--- src/rtl/inst_fetch.sv ---
// Instruction fetch unit: assembles a 32-bit little-endian instruction from four
// byte reads and hands it with its PC to the if_id stage, stalling the PC meanwhile.
module inst_fetch #(
    parameter int ADDR_W = 32
) (
    input  logic              clk,
    input  logic              rst,
    input  logic [ADDR_W-1:0] pc_i,
    input  logic              ce_i,
    input  logic              jump_i,
    input  logic              id_stall_i,
    output logic              mem_req_o,
    output logic [ADDR_W-1:0] mem_addr_o,
    input  logic [7:0]        mem_rdata_i,
    input  logic              mem_ack_i,
    output logic [31:0]       inst_o,
    output logic [ADDR_W-1:0] inst_pc_o,
    output logic              inst_valid_o,
    output logic              stallreq_o
);

    // state | meaning
    // IDLE  | waiting for ce_i, latches pc_i as fetch base
    // FETCH | requesting byte base+cnt, collecting into inst
    // DRAIN | redirected; waiting out the in-flight byte, data dropped
    // VALID | instruction presented to if_id
    typedef enum logic [1:0] {
        S_IDLE  = 2'd0,
        S_FETCH = 2'd1,
        S_DRAIN = 2'd2,
        S_VALID = 2'd3
    } state_t;

    state_t            state_q;
    logic [1:0]        cnt_q;
    logic [ADDR_W-1:0] base_q;
    logic [31:0]       inst_q;
    logic [ADDR_W-1:0] inst_pc_q;

    always_ff @(posedge clk or negedge rst) begin
        if (!rst) begin
            state_q   <= S_IDLE;
            cnt_q     <= 2'd0;
            base_q    <= '0;
            inst_q    <= 32'd0;
            inst_pc_q <= '0;
        end else begin
            case (state_q)
                S_IDLE: begin
                    if (ce_i) begin
                        base_q  <= pc_i;
                        cnt_q   <= 2'd0;
                        state_q <= S_FETCH;
                    end
                end
                S_FETCH: begin
                    if (jump_i) begin
                        // cnt_q is left alone so DRAIN keeps the same address
                        state_q <= mem_ack_i ? S_IDLE : S_DRAIN;
                    end else if (mem_ack_i) begin
                        inst_q[{cnt_q, 3'b000} +: 8] <= mem_rdata_i;
                        cnt_q <= cnt_q + 2'd1;
                        if (cnt_q == 2'd3) begin
                            inst_pc_q <= base_q;
                            state_q   <= S_VALID;
                        end
                    end
                end
                S_DRAIN: begin
                    if (mem_ack_i) begin
                        state_q <= S_IDLE;
                    end
                end
                S_VALID: begin
                    if (jump_i || !id_stall_i) begin
                        state_q <= S_IDLE;
                    end
                end
                default: state_q <= S_IDLE;
            endcase
        end
    end

    assign mem_req_o    = (state_q == S_FETCH) || (state_q == S_DRAIN);
    assign mem_addr_o   = mem_req_o ? (base_q + {{(ADDR_W-2){1'b0}}, cnt_q}) : '0;
    assign inst_o       = inst_q;
    assign inst_pc_o    = inst_pc_q;
    assign inst_valid_o = (state_q == S_VALID);
    assign stallreq_o   = !((state_q == S_VALID) && !id_stall_i && !jump_i);

endmodule

--- config.mk ---
export PLATFORM = sky130hd
export DESIGN_NAME = inst_fetch
export DESIGN_NICKNAME = d
export VERILOG_FILES = /design/src/rtl/inst_fetch.sv
export SDC_FILE = /design/constraint.sdc
export NUM_CORES = 1
export LEC_CHECK = 0
export ABC_AREA = 1
export ABC_CLOCK_PERIOD_IN_PS = 5700
export BUFFER_PORTS_ARGS = -buffer_cell sky130_fd_sc_hd__buf_2
export CORE_ASPECT_RATIO = 0.7
export CORE_MARGIN = 2
export CORE_UTILIZATION = 43
export DETAILED_ROUTE_END_ITERATION = 7
export GPL_TIMING_DRIVEN = 0
export PLACE_DENSITY = 0.75
export SETUP_SLACK_MARGIN = 0.05
export SYNTH_ARGS = -nofsm -noshare
export SYNTH_HDL_FRONTEND = slang
export SYNTH_SLANG_ARGS = --single-unit
--- constraint.sdc ---
create_clock -name clk -period 5.7 [get_ports clk]
set_clock_uncertainty 0.15 [all_clocks]
set_input_delay 0.855 -clock clk [delete_from_list [all_inputs] [get_ports clk]]
set_output_delay 0.855 -clock clk [all_outputs]
set_load 0.02 [all_outputs]
==> results of run 1 <==
[routing by layer]
metal  track usage [%]  part of all wire [%]  vias to the layer above
li1                  -                     -                     2529
met1              38.1                    51                     2388
met2              34.3                    39                      215
met3              5.74                   8.9                       19
met4              5.99                   1.2                        0
met5                 0                     0                        -
[Yosys cell counts, drive strengths merged]
master	count
nand2	173
nor2	118
dfrtp	100
o21ai	78
inv	69
a21oi	52
nand3	35
nand4	16
clkbuf	15
ha	12
buf	8
xor2	2
a2bb2oi	1
clkinv	1
fa	1
nand3b	1
nor3	1
o2111ai	1
o31ai	1
[placed cells by master (no fill, tap or decap)]
cell,n
dfrtp_1,100
nor2_4,5
buf_2,148
a2bb2oi_1,1
nand2_1,169
nand3_1,34
clkinv_2,2
o2111ai_1,1
nand3b_1,1
nand3_2,1
inv_1,68
nand4_1,16
nor3_1,1
clkbuf_8,2
buf_4,2
clkinv_1,1
clkbuf_16,9
nor2_2,3
o21ai_0,77
xor2_1,2
clkbuf_1,15
o21ai_1,1
ha_1,12
clkinvlp_4,2
a21oi_1,52
inv_2,1
nand2_4,2
nand2_2,2
buf_16,1
fa_1,1
buf_1,2
o31ai_1,1
nor2_1,110
[kinds of logic after synthesis]
group / count (synthesis) / share of synthesized area [%]
AND/OR/NAND/NOR: 344 / 28.0
adder cells (fa/ha/maj): 13 / 3.29
AO/OA/AOI/OAI: 133 / 13.1
XOR/XNOR: 2 / 0.339
flip-flops: 100 / 48.4
buffers and inverters: 93 / 6.94
[state kept, by name, indices dropped and copies added (netlist names)]
signal / count
base_q: 32
cnt_q: 2
inst_o: 32
inst_pc_o: 32
state_q: 2
[final cells by class]
| class | count | area (µm²) | area share, % |
|---|---|---|---|
| Multi-Input combinational cell | 492 | 2310 | 36.1 |
| Clock buffer | 11 | 253 | 3.95 |
| Inverter | 70 | 263 | 4.11 |
| Timing Repair Buffer | 145 | 751 | 11.7 |
| Tap cell | 157 | 196 | 3.07 |
| Buffer | 23 | 96.3 | 1.51 |
| Clock inverter | 4 | 25.0 | 0.391 |
| Sequential cell | 100 | 2500 | 39.1 |
[worst max path at each step]
stage / endpoint / slack, ns / cells past startpoint
detailed placement: mem_addr_o[12] / 2.74 / 9
CTS: mem_addr_o[12] / 2.36 / 9
finish: mem_addr_o[12] / 2.37 / 9
floorplan: mem_addr_o[10] / 2.91 / 7
global route: mem_addr_o[28] / 2.11 / 11
global placement: inst_pc_o[18]$_DFFE_PN0P_ / 2.54 / 1
[power by group through the flow]
stage / Combinational [mW] / Sequential [mW] / Clock, mW
3_3_place_gp: 2.10 / 1.20 / 0
6_report: 2.15 / 1.20 / 0.583
2_1_floorplan: 1.26 / 1.32 / 0
5_1_grt: 2.38 / 1.23 / 0.628
3_5_place_dp: 2.13 / 1.20 / 0
4_1_cts: 2.13 / 1.19 / 0.596
[critical path: cells and delay by family, from the launching register on]
family                   cells  cell delay, ns
AND/OR/NAND/NOR              4            0.54
adder cells (fa/ha/maj)      2            0.50
flip-flops                   1            0.45
AO/OA/AOI/OAI                2            0.29
buffers and inverters        1            0.20
==> results.sh, run 1 <==
export IMPL_outcome="finished clean"
export IMPL_clk_latency_ns=0.34
export IMPL_synthesis_area_per_instance_um2=7.55
export IMPL_crit_type="reg2out"
export IMPL_fin_ws_ns=2.37
export IMPL_finalMaxSlewViolations=0
export IMPL_required_ns=4.70
export IMPL_cp_max_fo=6
export IMPL_dp_cells=987
export IMPL_start_util_pct=44.1
export IMPL_power_mw=3.93
export IMPL_reg2reg_to="inst_o[20]$_DFFE_PN0P_"
export IMPL_swShare_pct=51.2
export IMPL_p_clk_share_pct=14.8
export IMPL_placementRows=33
export IMPL_hold_path_class="in2async"
export IMPL_fin_setup_tns_ns=0
export IMPL_fin_cells=1002
export IMPL_cts_setup_buffers=0
export IMPL_holdWs_ns=0.316
export IMPL_rsz0062_at_grt="no"
export IMPL_syn_nets=744
export IMPL_numPortBuffers=144
export IMPL_dieArea_mm2=0.0129
export IMPL_maxCapViolations=0
export IMPL_timing_rr_start="cnt_q[0]$_DFFE_PN0P_"
export IMPL_cp_slowest_cell="dfrtp_1"
export IMPL_preCtsSetupSlack_ns=2.74
export IMPL_drive_gt1_share_pct=21.3
export IMPL_drt_iter0_markers=346
export IMPL_vias=5151
export IMPL_ir_drop_mv=0.262
export IMPL_cts_tree="built"
export IMPL_cts_buffers=9
export IMPL_htree_levels=3
export IMPL_syn_area_mm2=0.00517
export IMPL_path_common_cell="nor2_4"
export IMPL_grt_start_max_net_pins=69
export IMPL_syn_inst=685
export IMPL_crit_start="cnt_q[0]$_DFFE_PN0P_"
export IMPL_antenna_found_initial=0
export IMPL_synth_top_area_share_pct=48.4
export IMPL_final_util_pct=54.6
export IMPL_period_share_pct=58.5
export IMPL_worst_slew_pin_slew_ns=0.617
export IMPL_clkSinkCount=100
export IMPL_clockRootBuffer="clkbuf_16"
export IMPL_synth_distinct_cells=28
export IMPL_yosysWarnings=0
export IMPL_postRouteWirelength_mm=15.4
export IMPL_grt_pass1_vias=4648
export IMPL_dr_pass1_iters=5
export IMPL_ys_top_cells_by_area="dfrtp_1, nand2_1, nor2_1"
export IMPL_antenna_left=0
export IMPL_seq_area_frac_synth_pct=48.4
export IMPL_internal_power_mw=1.92
export IMPL_arrival_ns=2.33
export IMPL_dieHeight_um=95.8
export IMPL_p_sw_mw=2.01
export IMPL_ctsResizeCount=0
export IMPL_cts_path_max_buffers=2
export IMPL_clk_pin_slew_worst_paths_ns=0.06
export IMPL_route_detailed_drc=0
export IMPL_nNetsFinal=900
export IMPL_comb_power_share_pct=54.6
export IMPL_grt_usage_pct=24.6
export IMPL_gp_congestion=0.958
export IMPL_antenna_cells=0
export IMPL_power_density_mw_per_mm2=614
export IMPL_synth_top_area_cell="dfrtp_1"
export IMPL_setup_viol=0
export IMPL_start_kind="flip-flop"
export IMPL_final_fill_count=1191
export IMPL_cp_cell_sequence="ha_1 > fa_1 > nand2_2 > nor2_4 > nand2_4 > nor2_4 > o21ai_0 > a21oi_1 > buf_2"
export IMPL_r2r_slack_ns=3.11
export IMPL_hold_viol_final=0
export IMPL_dp_hpwl_mm=11.6
export IMPL_end_kind="output port"
export IMPL_cts_hold_buf=0
export IMPL_synth_ff_latch_count=100
export IMPL_area_delta_synth_final_pct=23.7
export IMPL_worstRegToRegCells=9
export IMPL_ioPinCount=145
export IMPL_total_leakage_power_nw=3.62
export IMPL_placed_area_mm2=0.00612
export IMPL_finalInstanceArea_mm2=0.00640
export IMPL_seq_power_share_pct=30.5
export IMPL_layout_min_cycle_time_ns=3.33
export IMPL_wl_per_cell_um=15.3
export IMPL_vias_per_cell=5.14
export IMPL_grt_pass1_wl_mm=24.2
export IMPL_crit_path_max_incr_delay_ns=0.45
export IMPL_grt_ovfl_total=0
export IMPL_die_w_um=135
export IMPL_max_freq_mhz=300
export IMPL_slew_headroom_pct=58.9
export IMPL_core_area_mm2=0.0117
No activity file was read; power rests on OpenSTA's default activity.
==> run 2: changes to the inputs <==
--- a/config.mk
+++ b/config.mk
@@ -6,7 +6,7 @@
 export NUM_CORES = 1
 export LEC_CHECK = 0
 export ABC_AREA = 1
-export ABC_CLOCK_PERIOD_IN_PS = 5700
+export ABC_CLOCK_PERIOD_IN_PS = 3500
 export BUFFER_PORTS_ARGS = -buffer_cell sky130_fd_sc_hd__buf_2
 export CORE_ASPECT_RATIO = 0.7
 export CORE_MARGIN = 2
==> constraint.sdc (replaced) <==
create_clock -name clk -period 3.5 [get_ports clk]
set_clock_uncertainty 0.15 [all_clocks]
set_input_delay 0.525 -clock clk [delete_from_list [all_inputs] [get_ports clk]]
set_output_delay 0.525 -clock clk [all_outputs]
set_load 0.02 [all_outputs]
==> results.sh, run 2 (synthesized netlist as in run 1, its figures left out) <==
export IMPL_area_delta_synth_final_pct=23.9
export IMPL_grt_usage_pct=24.6
export IMPL_worst_slew_pin_slew_ns=0.616
export IMPL_antenna_left=0
export IMPL_final_fill_count=1189
export IMPL_max_freq_mhz=331
export IMPL_maxCapViolations=0
export IMPL_dieHeight_um=95.8
export IMPL_postRouteWirelength_mm=15.3
export IMPL_crit_start="cnt_q[0]$_DFFE_PN0P_"
export IMPL_wl_met2_mm=6.03
export IMPL_multi_input_area_mm2=0.00231
export IMPL_cts_buffers=9
export IMPL_min_delay_start="mem_rdata_i[6]"
export IMPL_rsz0062_at_grt="no"
export IMPL_crit_type="reg2out"
export IMPL_nNetsFinal=901
export IMPL_grt_start_max_net_pins=69
export IMPL_fin_ws_ns=0.481
export IMPL_antenna_cells=0
export IMPL_start_kind="flip-flop"
export IMPL_dr_pass1_iters=5
export IMPL_route_detailed_drc=0
export IMPL_cts_tree="built"
export IMPL_setup_viol=0
export IMPL_ioPinCount=145
export IMPL_clockRootBuffer="clkbuf_16"
export IMPL_htree_levels=3
export IMPL_cts_setup_buffers=0
export IMPL_dieArea_mm2=0.0129
export IMPL_clkSinkCount=100
export IMPL_outcome="finished clean"
export IMPL_cp_max_fo=6
export IMPL_numPortBuffers=144
export IMPL_r2r_slack_ns=0.88
export IMPL_met3_wirelength_mm=1.36
export IMPL_period_share_pct=86.3
export IMPL_vias_per_cell=5.09
export IMPL_clk_latency_ns=0.35
export IMPL_clk_pin_slew_worst_paths_ns=0.07
export IMPL_layout_min_cycle_time_ns=3.02
export IMPL_layout_common_cells="nand2_1, buf_2, nor2_1"
export IMPL_end_kind="output port"
export IMPL_placed_area_mm2=0.00612
export IMPL_hold_viol_final=0
export IMPL_ctsResizeCount=0
export IMPL_power_mw=6.40
export IMPL_gp_congestion=0.958
export IMPL_cp_endpoint="mem_addr_o[12]"
export IMPL_wl_per_cell_um=15.3
export IMPL_worstRegToRegCells=9
export IMPL_vias=5108
export IMPL_reg2reg_to="inst_o[20]$_DFFE_PN0P_"
export IMPL_antenna_found_initial=0
export IMPL_arrival_ns=2.34
export IMPL_dp_hpwl_mm=11.6
export IMPL_layout_commonest_cell="nand2_1"
export IMPL_total_leakage_power_nw=3.63
export IMPL_finalInstanceArea_mm2=0.00641
export IMPL_drt_iter0_markers=354
export IMPL_grt_ovfl_total=0
export IMPL_grt_pass1_wl_mm=24.2
export IMPL_power_density_mw_per_mm2=998
export IMPL_placementRows=33
export IMPL_timing_rr_start="cnt_q[0]$_DFFE_PN0P_"
export IMPL_die_w_um=135
export IMPL_preCtsSetupSlack_ns=0.867
export IMPL_core_area_mm2=0.0117
export IMPL_cts_hold_buf=1
export IMPL_layout_area_seq_mm2=0.00250
export IMPL_ir_drop_mv=0.429
export IMPL_hold_path_class="in2reg"
export IMPL_wl_met1_mm=7.79
export IMPL_grt_pass1_vias=4648
export IMPL_slew_headroom_pct=59.0
export IMPL_cts_path_max_buffers=2
export IMPL_finalMaxSlewViolations=0
export IMPL_fin_setup_tns_ns=0
export IMPL_drive_gt1_share_pct=21.3
export IMPL_holdWs_ns=0.265
export IMPL_top_layer="met4"
export IMPL_required_ns=2.82
export IMPL_start_util_pct=44.1
-- run 2: layer usage --
layer	GRT usage (%)	up-vias
li1	-	2523
met1	38.1	2361
met2	34.3	209
met3	5.74	15
met4	5.99	0
met5	0	-
-- run 2: worst min path at each step --
stage	to	slack [ns]	cells after the start
2_1_floorplan	base_q[0]$_DFFE_PN0P_	0.08	0
3_3_place_gp	inst_pc_o[8]$_DFFE_PN0P_	0.31	2
3_5_place_dp	inst_pc_o[6]$_DFFE_PN0P_	0.32	2
4_1_cts	inst_o[2]$_DFFE_PN0P_	0.26	3
5_1_grt	base_q[13]$_DFFE_PN0P_	0.27	3
6_report	inst_o[6]$_DFFE_PN0P_	0.26	3
-- run 2: worst max-delay path, cell delays in order, from the launching register on --
cell and delay (ns):
dfrtp_1 0.46, ha_1 0.27, fa_1 0.24, nand2_2 0.09, nor2_4 0.17, nand2_4 0.11
nor2_4 0.17, o21ai_0 0.09, a21oi_1 0.20, buf_2 0.20
-- run 2: area by class of cell --
| cell class | count | share of cell area [%] |
|---|---|---|
| Clock inverter | 4 | 0.390 |
| Inverter | 70 | 4.10 |
| Buffer | 23 | 1.50 |
| Tap cell | 157 | 3.06 |
| Timing Repair Buffer | 146 | 11.9 |
| Sequential cell | 100 | 39.0 |
| Multi-Input combinational cell | 492 | 36.1 |
| Clock buffer | 11 | 3.94 |
-- run 2: stage by stage --
stage	std cells	util, %
2_1_floorplan	685	-
3_3_place_gp	986	52.0
3_5_place_dp	987	52.2
4_1_cts	1003	54.7
5_1_grt	1003	54.7
6_report	1003	54.7
-- run 2: power by group --
part / switching [mW] / leakage, nW / internal [mW]
combinational: 2.46 / 2.23 / 1.03
clock: 0.436 / 0.133 / 0.515
sequential: 0.377 / 1.26 / 1.58
total: 3.28 / 3.63 / 3.12
